## src/rtl/fetch_sequencer.sv

```systemverilog
// fetch_sequencer: drives the next-PC input of an external PC register, issues
// one req/ack instruction fetch at a time, holds the fetched word for decode
// under backpressure, and redirects on branches and fetch exceptions.
module fetch_sequencer #(
    parameter int unsigned          N_BITS         = 32,
    parameter logic [N_BITS-1:0]    RESET_PC       = 32'h0040_0000,
    parameter logic [N_BITS-1:0]    EXC_VECTOR     = 32'h8000_0180,
    parameter int unsigned          TIMEOUT_CYCLES = 16
) (
    input  logic              clk,
    input  logic              reset,
    input  logic [N_BITS-1:0] pc_value_i,
    output logic [N_BITS-1:0] new_pc_o,
    output logic              imem_req_o,
    output logic [N_BITS-1:0] imem_addr_o,
    input  logic              imem_ack_i,
    input  logic              imem_err_i,
    input  logic [31:0]       imem_rdata_i,
    output logic [31:0]       instr_o,
    output logic [N_BITS-1:0] instr_pc_o,
    output logic              instr_valid_o,
    input  logic              stall_i,
    input  logic              branch_taken_i,
    input  logic [N_BITS-1:0] branch_target_i,
    output logic              exc_o,
    output logic [1:0]        exc_cause_o,
    output logic [N_BITS-1:0] epc_o
);

    localparam int unsigned       CNT_W    = 8;
    localparam logic [CNT_W-1:0]  CNT_LAST = CNT_W'(TIMEOUT_CYCLES - 1);
    localparam logic [N_BITS-1:0] PC_STEP  = N_BITS'(4);

    localparam logic [1:0] CAUSE_BUS   = 2'd1;
    localparam logic [1:0] CAUSE_ALIGN = 2'd2;
    localparam logic [1:0] CAUSE_TMO   = 2'd3;

    typedef enum logic [1:0] {
        S_BOOT  = 2'd0,
        S_FETCH = 2'd1,
        S_HOLD  = 2'd2,
        S_EXC   = 2'd3
    } state_e;

    state_e             state_q, state_d;
    logic [31:0]        instr_q, instr_d;
    logic [N_BITS-1:0]  instr_pc_q, instr_pc_d;
    logic               valid_q, valid_d;
    logic               exc_q, exc_d;
    logic [1:0]         cause_q, cause_d;
    logic [N_BITS-1:0]  epc_q, epc_d;
    logic [CNT_W-1:0]   cnt_q, cnt_d;

    assign instr_o       = instr_q;
    assign instr_pc_o    = instr_pc_q;
    assign instr_valid_o = valid_q;
    assign exc_o         = exc_q;
    assign exc_cause_o   = cause_q;
    assign epc_o         = epc_q;

    // Next-state, next-PC and fetch request; request is decoded from state so
    // it drops the moment reset forces the state back to BOOT.
    always_comb begin
        state_d     = state_q;
        instr_d     = instr_q;
        instr_pc_d  = instr_pc_q;
        valid_d     = valid_q;
        exc_d       = 1'b0;
        cause_d     = cause_q;
        epc_d       = epc_q;
        cnt_d       = cnt_q;
        new_pc_o    = pc_value_i;
        imem_req_o  = 1'b0;
        imem_addr_o = pc_value_i;

        unique case (state_q)
            S_BOOT: begin
                valid_d = 1'b0;
                cnt_d   = '0;
                state_d = S_FETCH;
            end
            S_FETCH: begin
                if (pc_value_i[1:0] != 2'b00) begin
                    exc_d   = 1'b1;
                    cause_d = CAUSE_ALIGN;
                    epc_d   = pc_value_i;
                    state_d = S_EXC;
                end else begin
                    imem_req_o = 1'b1;
                    if (imem_ack_i) begin
                        if (imem_err_i) begin
                            exc_d   = 1'b1;
                            cause_d = CAUSE_BUS;
                            epc_d   = pc_value_i;
                            state_d = S_EXC;
                        end else begin
                            instr_d    = imem_rdata_i;
                            instr_pc_d = pc_value_i;
                            valid_d    = 1'b1;
                            new_pc_o   = pc_value_i + PC_STEP;
                            state_d    = S_HOLD;
                        end
                    end else if (cnt_q == CNT_LAST) begin
                        exc_d   = 1'b1;
                        cause_d = CAUSE_TMO;
                        epc_d   = pc_value_i;
                        state_d = S_EXC;
                    end else begin
                        cnt_d = cnt_q + CNT_W'(1);
                    end
                end
            end
            S_HOLD: begin
                if (!stall_i) begin
                    valid_d = 1'b0;
                    cnt_d   = '0;
                    state_d = S_FETCH;
                    if (branch_taken_i) begin
                        new_pc_o = branch_target_i;
                    end
                end
            end
            S_EXC: begin
                new_pc_o = EXC_VECTOR;
                valid_d  = 1'b0;
                cnt_d    = '0;
                state_d  = S_FETCH;
            end
            default: begin
                state_d = S_BOOT;
            end
        endcase
    end

    // State and registered outputs.
    always_ff @(posedge clk or negedge reset) begin
        if (!reset) begin
            state_q    <= S_BOOT;
            instr_q    <= '0;
            instr_pc_q <= '0;
            valid_q    <= 1'b0;
            exc_q      <= 1'b0;
            cause_q    <= '0;
            epc_q      <= RESET_PC;
            cnt_q      <= '0;
        end else begin
            state_q    <= state_d;
            instr_q    <= instr_d;
            instr_pc_q <= instr_pc_d;
            valid_q    <= valid_d;
            exc_q      <= exc_d;
            cause_q    <= cause_d;
            epc_q      <= epc_d;
            cnt_q      <= cnt_d;
        end
    end

endmodule
```

## config.mk

```make
export PLATFORM = sky130hd
export DESIGN_NAME = fetch_sequencer
export DESIGN_NICKNAME = d
export VERILOG_FILES = /design/src/rtl/fetch_sequencer.sv
export SDC_FILE = /design/constraint.sdc
export NUM_CORES = 1
export LEC_CHECK = 0
export ABC_AREA = 1
export BUFFER_PORTS_ARGS = -buffer_cell sky130_fd_sc_hd__buf_2
export CAP_MARGIN = 20
export CORE_MARGIN = 10
export CORE_UTILIZATION = 48
export DETAILED_ROUTE_END_ITERATION = 12
export GPL_TIMING_DRIVEN = 0
export PLACE_DENSITY_LB_ADDON = 0.08
export SLEW_MARGIN = 20
export SYNTH_ARGS = -nofsm -noshare
export SYNTH_HDL_FRONTEND = slang
export SYNTH_SLANG_ARGS = --single-unit
export TNS_END_PERCENT = 20
```

## constraint.sdc

```tcl
create_clock -name clk -period 2.27 [get_ports clk]
set_input_delay 0.1135 -clock clk [delete_from_list [all_inputs] [get_ports clk]]
set_output_delay 0.1135 -clock clk [all_outputs]
set_load 0.005 [all_outputs]
```

* Word level (Yosys, flattened, before mapping) *
Cells that the tools add are included.
W data, S select, Z words.

word-level totals
  output and inout port bits = 165
  bits of input ports = 102
  flip-flop bits (word level) = 110
  word-level logic and storage cells = 69

cells by class
  mux-type cells = 36
  reduce and logical (&&, ||, !) cells = 9
  add/subtract/negate cells = 2
  bitwise gates (word level) = 2
  equality and inequality tests = 12

operators by type and width
  operator                 count
  $mux W32                 9
  $pmux W32 S3             1
  $add A32 B3 Y32 const B  1
  $mux W8                  4
  $pmux W8 S3              1
  $mux W2                  7
  $mux W1                  12
  $ne A2 B2 Y1 const B     6
  $reduce_and A4 Y1        3
  $add A8 B1 Y8 const B    1
  $eq A8 B4 Y1 const B     1
  $pmux W2 S3              1
  $eq A2 B2 Y1 const B     2
  $ne A4 B4 Y1 const B     1
  $ne A3 B1 Y1 const B     1
  $pmux W1 S3              1
  $reduce_and A3 Y1        1
  $reduce_bool A3 Y1       1
  $eq A2 B1 Y1 const B     1
  $logic_not A2 Y1         1
  $not A1 Y1               2
  $reduce_and A2 Y1        1
  $reduce_bool A2 Y1       1
  $reduce_or A2 Y1         1

* Longest topological paths before layout *
  depth after elaboration = 5
  depth in mapped cells = 11
  mapped depth without buffers = 11

* Least setup slack after synthesis *
No wires, ideal clock.

  path type = register to register
  start = register cnt_q[0]
  end = register epc_q[12], in the netlist epc_o[12]
  cell stages (with the launch flop) = 11
  slack = 0.690 ns
  arrival time = 1.450 ns
  clock period less this slack = 1.580 ns
  buffers on the path = 2
  setup time = 0.130 ns
  data required time = 2.140 ns
  path through = dfrtp_1 > ha_1 > nand2_1 > inv_1 > nand2_1 > o211ai_1 > nand2_1 > buf_6 > buf_6 > nand2_1 > o21ai_1

between the ends
  longest elaborated chain between the ends = 3

RTL lines
  element                       line  RTL
  start: declaration            52    logic [CNT_W-1:0] cnt_q, cnt_d;
  start signal: assignment      154   cnt_q <= cnt_d;
  $eq A8 B4 Y1                  103   end else if (cnt_q == CNT_LAST) begin
  $reduce_bool A3 Y1 (no line)  -
  $reduce_and A3 Y1 (no line)   -
  end signal: assignment        153   epc_q <= epc_d;
  end: declaration              51    logic [N_BITS-1:0] epc_q, epc_d;

No other way between the ends.
A chain may end at the register's enable or synchronous reset.

* Final worst setup path *
  start = register state_q[0]
  end = output port new_pc_o[22]

between the ends
  longest elaborated chain between the ends = 2
  elaborated cells between the ends (all ways) = 4
  classes of those cells = eq/ne: 3; mux: 1

RTL lines
  element                                              line  RTL
  start: declaration                                   45    state_e state_q, state_d;
  start signal: assignment                             147   state_q <= state_d;
  $eq A2 B2 Y1 / $eq A2 B1 Y1 (equally long branches)  76    unique case (state_q)
  $pmux W32 S3 *                                       76
  end: declaration                                     13    output logic [N_BITS-1:0] new_pc_o,

Every way passes the cells marked *; elsewhere a longest branch is shown, timed or not.

==> reports/results.ini <==
[global_routing]
antenna_found_initial = 1
grt_pass1_vias = 6555
grt.overflow.total = 0
grt_pass1_wl_mm = 36.6
grtUsageTotal_pct = 26.1
grt_max_degree = 59

[final_layout]
drive_gt1_share_pct = 32.2
nets = 1215
stdcell_area_sq_mm = 0.00819
area_delta_synth_final_pct = 37.3
n_fill_cell = 1101

[clocking]
clk_pin_slew_ns = 0.07
insertion_delay_ns = 0.36
htree_levels = 3
root_buffer = clkbuf_16
clockBufferDepth = 2
cts.sinks = 110
cts_tree = built
numCtsBuffers = 9

[logic_synthesis]
avgSynthCellArea_sq_um = 7.46
synth-edff-count = 0
yosys.area.top_type = dfrtp_1
synth_fp_nets = 904
synth.most_common_cell = nand2_1
yosysUniqueCellTypes = 32
yosysWarnings = 0
syn-cell-area_sq_mm = 0.00597
yosys-top-cells-area = dfrtp_1 (46%), nand2_1 (17%), o21ai_0 (4.9%), nand3_1 (4.6%), buf_4 (4.2%)
synth_common_cells = nand2_1 (275), dfrtp_1 (109), inv_1 (62)
synthCells = 800
synth_top_area_share_pct = 45.7
ys_seq_elements = 110
synth_async_sr_flop_share_pct = 100
synthFlopType = dfrtp_1
yosysSeqAreaShare_pct = 46.2

[drt]
highest_layer = met4
viasPerCell = 5.11
met3_length_mm = 2.18
drt-total-wl_mm = 23.2
first_pass_iters = 5
dr_total_vias = 6565
route.detailed.wl_per_inst_microns = 18.0
drc_errors = 0
route.met2.wl_mm = 11.0
antenna_left = 0
wl_met1_mm = 9.55
drtIter0Drc = 564

[placement]
place_hpwl_mm = 17.7
gp_congestion = 0.971
placed_area_sq_mm = 0.00754
io_buffers = 266

[critical_path]
cp_data_arrival_time_ns = 2.07
reg2reg_from = cnt_q[0]$_DFFE_PN0P_
critPathTopFamily = buffers and inverters
endpoint_kind = output pin
startpoint = state_q[0]$_DFFE_PN0P_
reg2reg_slack_ns = 0.29
path_max_fanout = 10
cp-start-kind = flip-flop
crit_slowest_cell = dfrtp_1
reg2reg_depth = 8
crit_type = flip-flop to output pin
critPathCapture = new_pc_o[22]
path_common_cell = inv_2
crit_cells = 8
critPathRequiredTime_ns = 2.16
worst-path-buf-inv = 4
rr_endpoint = epc_o[21]$_DFFE_PN0P_
max_stage_delay_ns = 0.41
crit_path_cell_trace = buf_6 -> nor2_1 -> inv_2 -> nand2_4 -> inv_2 -> o21ai_1 -> o21bai_1 -> buf_2

[timing]
finalSetupViolCount = 0
slew_headroom_pct = 58.3
fmax_mhz = 459
hold_viol = 0
finalCriticalPeriod_ns = 2.18
drv_slew = 0
min_period_over_period_pct = 96.0
tightestPinTransition_ns = 0.625
clock-skew-final_ns = 0.00499

[die]
start_util_pct = 49.3
die_area_sq_mm = 0.0173
die_h_microns = 131
die_w_microns = 131
fp.coreArea_sq_mm = 0.0121
num_rows = 40
boundaryPins = 267

[pwr]
powerDensity_mw_per_mm2 = 879
p_leak_uw = 0.00446
power_uw = 7200
ir_drop_v = 0.000634

[status]
outcome = complete, no violations

[min_path]
hold_path_class = primary input to flip-flop

[flow_run]
maxCapViolCount = 0

per-layer routing:
metal	GRT usage [%]	up-vias
li1	-	3167
met1	33.0	3055
met2	41.9	310
met3	8.50	33
met4	7.17	0
met5	0	-
report_power, final:
group	switching (uW)	total, uW	internal (uW)	leakage [uW]
Sequential	352	3000	2650	0.00138
Clock	738	1510	775	0.000135
Combinational	1510	2680	1180	0.00295
Total	2600	7200	4600	0.00446
placed cells by master (no fill, tap or decap), drive strengths merged, types with 2 or more instances in the layout:
cell type / synthesis / layout
dlygate4sd3: 0 / 33
a21oi: 25 / 25
nor3: 16 / 16
inv: 68 / 68
clkinv: 0 / 4
o211ai: 9 / 9
a22oi: 2 / 2
o21bai: 2 / 2
o21ai: 91 / 91
xor2: 5 / 5
clkbuf: 12 / 24
nor2: 61 / 61
nand4: 9 / 9
ha: 2 / 2
nand3: 55 / 55
nand2: 277 / 277
o221ai: 2 / 2
dfrtp: 109 / 109
buf: 51 / 317
layout make-up:
class / instances / area, sq um / share of cell area [%]
tap: 168 / 210 / 2.57
inverter: 68 / 260 / 3.18
clock inverter: 5 / 35.0 / 0.428
buffer: 63 / 433 / 5.29
antenna: 1 / 2.50 / 0.0306
clock buffer: 11 / 243 / 2.96
sequential: 110 / 2750 / 33.6
multi-input combinational: 559 / 2560 / 31.2
timing repair buffer: 300 / 1700 / 20.7
worst min path at each step:
stage,end,slack [ns],cells past startpoint,start
after floorplan,cnt_q[0]$_DFFE_PN0P_,-0.18,0,reset
after CTS,epc_o[4]$_DFFE_PN0P_,0.02,3,pc_value_i[4]
after global placement,instr_o[23]$_DFFE_PN0P_,0.31,3,imem_rdata_i[23]
final,epc_o[4]$_DFFE_PN0P_,0.03,3,pc_value_i[4]
after global routing,epc_o[7]$_DFFE_PN0P_,0.06,3,pc_value_i[7]
after detailed placement,epc_o[4]$_DFFE_PN0P_,0.09,1,reset
cell families (layout without fill, tap and decap cells):
kind of cell	count (synthesis)	in the layout	synth area share, %
xor+xnor	6	6	0.881
other cells	0	1	0
buf+inv	131	447	11.3
flops	110	110	46.2
compound gates	133	133	12.2
fa+ha+maj	2	2	0.419
simple gates	418	418	29.0
state kept, by name (all words and copies together), names as in the netlist:
register       count
epc_o             32
instr_o           32
instr_pc_o        32
cnt_q              8
exc_cause_o        2
state_q            2
exc_o              1
instr_valid_o      1
per-stage QoR:
step	instances	hold WS (ns)	setup TNS, ns	setup WS (ns)	util [%]
2_1_floorplan	800	-0.182	0	0.690	-
3_3_place_gp	1234	0.307	-23.67	-0.227	62.0
3_5_place_dp	1235	0.0905	0	0.259	62.3
4_1_cts	1284	0.0246	0	0.0157	67.5
5_1_grt	1285	0.0561	-0.0106	-0.0106	67.6
6_report	1285	0.0270	0	0.0897	67.6
worst reg2reg max path, stage by stage (launching register included):
cell      delay [ns]
dfrtp_1         0.40
ha_1            0.24
nand2_1         0.07
inv_1           0.05
nand2_1         0.11
o211ai_1        0.16
nand2_1         0.18
clkbuf_1        0.51
o21ai_1         0.13
repair_timing:
item	in CTS	in global routing
cloned	0	0
hold buffers	33	0
gates resized for setup	8	7
setup buffers	0	0
endpoints found under the hold margin	83	0
endpoints found under the setup margin	10	13
Power figures use the tool's default switching activity.
